File: src/rtl/icache_pkg.sv
// Shared constants, state encoding and address-split helper for the
// instruction-cache line-refill controller.
package icache_pkg;

  localparam int ICACHE_ADDR_W     = 32;
  localparam int ICACHE_DATA_W     = 32;
  localparam int ICACHE_RAM_ADDR_W = 10;
  localparam int ICACHE_LINE_WORDS = 8;
  localparam int ICACHE_OFFSET_W   = $clog2(ICACHE_LINE_WORDS);
  localparam int ICACHE_INDEX_W    = ICACHE_RAM_ADDR_W - ICACHE_OFFSET_W;
  localparam int ICACHE_TAG_W      = ICACHE_ADDR_W - 2 - ICACHE_OFFSET_W - ICACHE_INDEX_W;

  typedef enum logic [2:0] {
    ST_INVAL,
    ST_IDLE,
    ST_REQ,
    ST_FILL,
    ST_TAG
  } refill_state_t;

  // Field layout of a byte address with the default geometry, MSB first.
  typedef struct packed {
    logic [ICACHE_TAG_W-1:0]    tag;
    logic [ICACHE_INDEX_W-1:0]  index;
    logic [ICACHE_OFFSET_W-1:0] offset;
    logic [1:0]                 byte_sel;
  } addr_split_t;

  // Splits a byte address into tag / index / word offset / byte select.
  function automatic addr_split_t split_addr(input logic [ICACHE_ADDR_W-1:0] addr);
    return addr_split_t'(addr);
  endfunction

endpackage

File: src/rtl/icache_refill_ctrl.sv
// Instruction-cache line-refill controller: takes a miss, issues one burst,
// writes the returning words into the data RAM and publishes the tag only
// once the whole line is in place. Sweeps every tag invalid after reset or
// on an invalidate request.
// Optional feature: define ICACHE_CRIT_WORD_FIRST_EN for a wrapping burst
// that starts at the missing word and forwards that word to fetch.
module icache_refill_ctrl
  import icache_pkg::*;
#(
  parameter int ADDR_WIDTH     = ICACHE_ADDR_W,
  parameter int DATA_WIDTH     = ICACHE_DATA_W,
  parameter int RAM_ADDR_WIDTH = ICACHE_RAM_ADDR_W,
  parameter int LINE_WORDS     = ICACHE_LINE_WORDS,
  localparam int OFFSET_W      = $clog2(LINE_WORDS),
  localparam int INDEX_W       = RAM_ADDR_WIDTH - OFFSET_W,
  localparam int TAG_W         = ADDR_WIDTH - 2 - OFFSET_W - INDEX_W
) (
  input  logic                      clk,
  input  logic                      rst,
  input  logic                      miss_valid,
  input  logic [ADDR_WIDTH-1:0]     miss_addr,
  output logic                      miss_ready,
  input  logic                      inval,
  output logic                      mem_req_valid,
  output logic [ADDR_WIDTH-1:0]     mem_req_addr,
  input  logic                      mem_req_ready,
  input  logic                      mem_rsp_valid,
  input  logic [DATA_WIDTH-1:0]     mem_rsp_data,
  input  logic                      mem_rsp_err,
  output logic                      ram_wr_en,
  output logic [RAM_ADDR_WIDTH-1:0] ram_wr_addr,
  output logic [DATA_WIDTH-1:0]     ram_wr_data,
  output logic                      tag_wr_en,
  output logic [INDEX_W-1:0]        tag_wr_index,
  output logic [TAG_W:0]            tag_wr_data,
  output logic                      crit_valid,
  output logic [DATA_WIDTH-1:0]     crit_data,
  output logic                      fill_done,
  output logic                      fill_err
);

  // One counter serves both the tag sweep (needs INDEX_W+1 bits) and the
  // beat count of a fill (needs OFFSET_W+1 bits); the index is never
  // narrower than the offset for any sensible geometry.
  localparam int CNT_W = INDEX_W + 1;
  localparam logic [CNT_W-1:0] SWEEP_LAST = CNT_W'((1 << INDEX_W) - 1);
  localparam logic [CNT_W-1:0] BEAT_LAST  = CNT_W'(LINE_WORDS - 1);

  refill_state_t       state;
  logic [CNT_W-1:0]    cnt;
  logic                inval_pend;
  logic                miss_ready_q;
  logic                err;
  logic [TAG_W-1:0]    miss_tag;
  logic [INDEX_W-1:0]  miss_index;
  logic [OFFSET_W-1:0] beat_offset;
  logic                miss_fire;
  logic                beat_fire;

  // An invalidate in the same cycle wins over the miss, so it must also
  // withdraw ready combinationally to keep the handshake honest.
  assign miss_ready = miss_ready_q & ~inval;
  assign miss_fire  = miss_valid & miss_ready;
  assign beat_fire  = (state == ST_FILL) & mem_rsp_valid;

`ifdef ICACHE_CRIT_WORD_FIRST_EN
  logic [OFFSET_W-1:0] miss_offset;
  logic                unused_addr_bits;

  assign unused_addr_bits = ^miss_addr[1:0];
  assign beat_offset      = miss_offset + cnt[OFFSET_W-1:0];

  // Remembers the missing word and forwards beat 0 alongside its RAM write.
  always_ff @(posedge clk) begin
    if (rst) begin
      miss_offset <= '0;
      crit_valid  <= 1'b0;
      crit_data   <= '0;
    end else begin
      if (miss_fire) begin
        miss_offset <= miss_addr[2 +: OFFSET_W];
      end
      crit_valid <= beat_fire && (cnt == '0);
      if (beat_fire && (cnt == '0)) begin
        crit_data <= mem_rsp_data;
      end
    end
  end
`else
  logic unused_addr_bits;

  assign unused_addr_bits = ^miss_addr[OFFSET_W+1:0];
  assign beat_offset      = cnt[OFFSET_W-1:0];
  assign crit_valid       = 1'b0;
  assign crit_data        = '0;
`endif

  // Main refill sequencer; every output it drives is registered.
  always_ff @(posedge clk) begin
    if (rst) begin
      state         <= ST_INVAL;
      cnt           <= '0;
      inval_pend    <= 1'b0;
      miss_ready_q  <= 1'b0;
      err           <= 1'b0;
      miss_tag      <= '0;
      miss_index    <= '0;
      mem_req_valid <= 1'b0;
      mem_req_addr  <= '0;
      ram_wr_en     <= 1'b0;
      ram_wr_addr   <= '0;
      ram_wr_data   <= '0;
      tag_wr_en     <= 1'b0;
      tag_wr_index  <= '0;
      tag_wr_data   <= '0;
      fill_done     <= 1'b0;
      fill_err      <= 1'b0;
    end else begin
      ram_wr_en <= 1'b0;
      tag_wr_en <= 1'b0;
      fill_done <= 1'b0;
      fill_err  <= 1'b0;

      case (state)
        ST_INVAL: begin
          tag_wr_en    <= 1'b1;
          tag_wr_index <= cnt[INDEX_W-1:0];
          tag_wr_data  <= '0;
          cnt          <= cnt + 1'b1;
          if (cnt == SWEEP_LAST) begin
            state <= ST_IDLE;
          end
        end

        ST_IDLE: begin
          if (inval || inval_pend) begin
            state        <= ST_INVAL;
            cnt          <= '0;
            inval_pend   <= 1'b0;
            miss_ready_q <= 1'b0;
          end else if (miss_fire) begin
            miss_tag      <= miss_addr[ADDR_WIDTH-1 -: TAG_W];
            miss_index    <= miss_addr[OFFSET_W+2 +: INDEX_W];
            mem_req_valid <= 1'b1;
`ifdef ICACHE_CRIT_WORD_FIRST_EN
            mem_req_addr  <= {miss_addr[ADDR_WIDTH-1:2], 2'b00};
`else
            mem_req_addr  <= {miss_addr[ADDR_WIDTH-1:OFFSET_W+2], {(OFFSET_W+2){1'b0}}};
`endif
            miss_ready_q  <= 1'b0;
            state         <= ST_REQ;
          end else begin
            miss_ready_q <= 1'b1;
          end
        end

        ST_REQ: begin
          if (inval) begin
            inval_pend <= 1'b1;
          end
          if (mem_req_ready) begin
            mem_req_valid <= 1'b0;
            cnt           <= '0;
            err           <= 1'b0;
            state         <= ST_FILL;
          end
        end

        ST_FILL: begin
          if (inval) begin
            inval_pend <= 1'b1;
          end
          if (mem_rsp_valid) begin
            ram_wr_en   <= 1'b1;
            ram_wr_addr <= {miss_index, beat_offset};
            ram_wr_data <= mem_rsp_data;
            err         <= err | mem_rsp_err;
            cnt         <= cnt + 1'b1;
            if (cnt == BEAT_LAST) begin
              state <= ST_TAG;
            end
          end
        end

        ST_TAG: begin
          if (inval) begin
            inval_pend <= 1'b1;
          end
          tag_wr_en    <= 1'b1;
          tag_wr_index <= miss_index;
          tag_wr_data  <= err ? '0 : {1'b1, miss_tag};
          fill_done    <= ~err;
          fill_err     <= err;
          state        <= ST_IDLE;
        end

        default: begin
          state <= ST_INVAL;
          cnt   <= '0;
        end
      endcase
    end
  end

endmodule

File: config.mk
export PLATFORM = sky130hd
export DESIGN_NAME = icache_refill_ctrl
export DESIGN_NICKNAME = d
export VERILOG_FILES = /design/src/rtl/icache_pkg.sv /design/src/rtl/icache_refill_ctrl.sv
export SDC_FILE = /design/constraint.sdc
export NUM_CORES = 1
export LEC_CHECK = 0
export CORE_MARGIN = 3
export CORE_UTILIZATION = 41
export CTS_CLUSTER_SIZE = 16
export DETAILED_ROUTE_END_ITERATION = 16
export HOLD_SLACK_MARGIN = 0.06
export PLACE_DENSITY = 0.8
export SYNTH_ARGS = -nofsm -noshare
export SYNTH_HDL_FRONTEND = slang
export SYNTH_SLANG_ARGS = --single-unit
File: constraint.sdc
create_clock -name clk -period 2 [get_ports clk]
set_input_delay 0.2 -clock clk [delete_from_list [all_inputs] [get_ports clk]]
set_output_delay 0.2 -clock clk [all_outputs]
set_load 0.02 [all_outputs]
==> summary.txt <==
Top post-synthesis cells by area: dfxtp_1 (51%), nand2_1 (12%), a21oi_1 (8.1%)
Reg area: 2320 sq um
P_leak: 2.46 nW
Yosys warns: 0
Worst Tran Pin Value: 0.505 ns
Total wire length: 12500 microns
CP bufs+invs: 1
Starting Density: 42.9%
CTS clk-pin slew, worst paths: 0.06 ns
Tot Pwr: 5.40 mW
Synth Register Bits: 116
Fmax: 555 MHz
CTS tree: yes
Setup Fix Bufs, Post-CTS: 0
CTS max path bufs: 2
Min cycle time layout: 1.80 ns
RSZ-0062 raised after global routing: false
Die area: 12300 sq um
Design Area, Final: 6750 sq um
Worst-skew pair later-pin latency: 0.50 ns
Drt first pass iters: 4
Vias/cell: 4.93
Sequential fraction of the synthesis area: 51.5%
Post-route setup slack: 0.199 ns
Post-synth EDFFs: 0
Max Cap Viol: 0
Maximum VDD drop: 0.471 mV
Critical path class: reg2out
WP data required: 1.80 ns
Ys flop type: dfxtp_1
Share of cells above drive strength 1: 7.50%
PwrDens: 800 nW/um^2
Synth Instances: 527
Grt total ovfl: 0
Fin util: 64.2%
Chip height: 111 microns
CP Launch Type: flip-flop
Crit-path cells: nor2b_1 -> clkdlybuf4s50_1
Initial antenna violation count: 0
Post-synth top area share: 51.5%
Multi-input gate area: 1880 sq um
Residual DRC count: 0
Core Box Area: 10500 sq um
Critical Path Start: miss_ready_q$_SDFFE_PP0N_
CTS Buf Count: 17
Clk root buf: clkbuf_8
Post-route ant nets: 0
Hold Crit Class: in2reg
Antenna diodes: 0
Placed Cells incl. Taps: 810
Crit Path Max Fanout: 3
Dpl hpwl: 8860 microns
Clock skew: 0.00594 ns
Yosys top cell by area: dfxtp_1
GRT Util Overall: 20.2%
Slew margin rel.: 65.9%
Post-DP Area: 6170 sq um
CTS H-tree depth: 4
Vias in the first global route: 4068
Post-synth top cells: nand2_1 (149), dfxtp_1 (116), a21oi_1 (73)
Buffers added on ports: 168
Filler Cell Count: 865
Max-slew violation count: 0
Status: complete, no violations
Synth-to-Final Area Change: 49.5%
Routed vias: 4154
Fin. Hold Viols: 0
Final Non-Filler Cells: 843
Asr flop ratio synth: 0%
Top delay family on crit path: buffers and inverters
Critical Path Max Stage Delay: 0.63 ns
Core Rows: 37
Crit share post-route: 90.0%
GPL Wtd Cong: 0.882
Drt first-iter violations: 257
Reg-to-reg startpoint: state[2]$_SDFFE_PP0P_
WHS: 0.247 ns
Clk sinks: 116
Count leader, synth: nand2_1
Worst R2R Setup Slack: 0.23 ns
# setup viols final: 0
Synthesized area: 4510 sq um
Dpl ws: 0.0388 ns
# nets final: 766
CP Data Arrival Time: 1.60 ns
Post-synth cell types: 43
Hold path startpoint: miss_addr[5]
Mapped Avg Cell Area: 8.56 sq um
First-pass GRT wire length: 20300 microns
Worst path slowest cell: clkdlybuf4s50_1
Largest net degree at the start of global routing: 44
Fin Setup TNS: 0 ns
Crit path capture type: output pin
I/O pins: 212
Wire per inst: 14.8 microns
Die W: 111 microns
state kept, by name, summed over array words and instances, names as in the netlist:
signal / flops
cnt: 8
tag_wr_en: 1
tag_wr_index: 7
miss_index: 6
err: 1
mem_req_valid: 1
inval_pend: 1
mem_req_addr: 1
miss_tag: 20
miss_ready_q: 1
ram_wr_addr: 10
fill_err: 1
ram_wr_data: 32
ram_wr_en: 1
tag_wr_data: 21
state: 3
fill_done: 1
cell families after synthesis:
kind of cell,after synthesis,share of synthesized area (%)
AOI/OAI and AO/OA,115,16.0
xor gates and xnor gates,6,1.16
adders and majority gates,1,0.277
buffers and inverters,74,9.90
DFF,116,51.5
muxes,7,1.55
other,1,0.0831
and+or+nand+nor,207,19.5
cell usage in the layout (no fill, tap or decap), types with 3 or more instances in the layout:
master,Yosys,final
mux2i_1,7,7
a211oi_1,7,7
clkbuf_8,0,6
clkbuf_16,0,16
buf_4,38,12
dfxtp_1,116,115
inv_1,3,3
a21oi_1,73,73
nand2_1,149,149
nor2b_1,5,5
conb_1,1,38
nand3_1,5,5
xor2_1,6,6
nand4_1,6,6
and3_1,4,4
clkinv_2,0,6
a31oi_1,3,3
nor2_1,20,20
clkdlybuf4s50_1,0,167
a22o_1,20,20
final cells by class:
cell class / instances / area share [%]
timing repair buffer: 182 / 26.6
sequential: 116 / 34.4
inverter: 3 / 0.167
multi-input combinational: 374 / 27.9
clock buffer: 23 / 7.21
tap: 136 / 2.52
clock inverter: 9 / 1.13
path summary, 6_finish.rpt:
| path | to | depth (start not counted) |
|---|---|---|
| worst max-delay path | miss_ready | 2 |
| worst min-delay path | miss_index[0]$_SDFFE_PP0P_ | 3 |
| worst min register to register | mem_req_valid$_SDFFE_PP0P_ | 2 |
| worst max register to register | miss_tag[0]$_SDFFE_PP0P_ | 7 |
routing by layer:
layer / vias to the layer above / part of all wire [%] / wire, microns / GRT usage (%)
li1: 2020 / - / - / -
met1: 1918 / 41 / 5160 / 24.5
met2: 190 / 47 / 5880 / 32.8
met3: 26 / 9.2 / 1150 / 7.04
met4: 0 / 2.3 / 289 / 7.72
met5: - / 0 / 0 / 0
worst min-delay path, delay by kind of cell:
kind,cells,cell delay (ns)
AO/OA/AOI/OAI,1,0.05
buffers and inverters,1,0.39
AND/OR/NAND/NOR,1,0.06
report_power, final:
part           internal, mW  leakage (nW)  switching [mW]
registers              2.32         0.936         0.00950
clock network          1.80         0.283            1.00
logic                 0.134          1.24           0.135
repair_timing:
item	4_1_cts	5_1_grt
hold buffers	1	0
resized for setup	0	1
setup endpoints to repair	0	1
endpoints found under the hold margin	1	0
(Power assumes the default switching activity.)
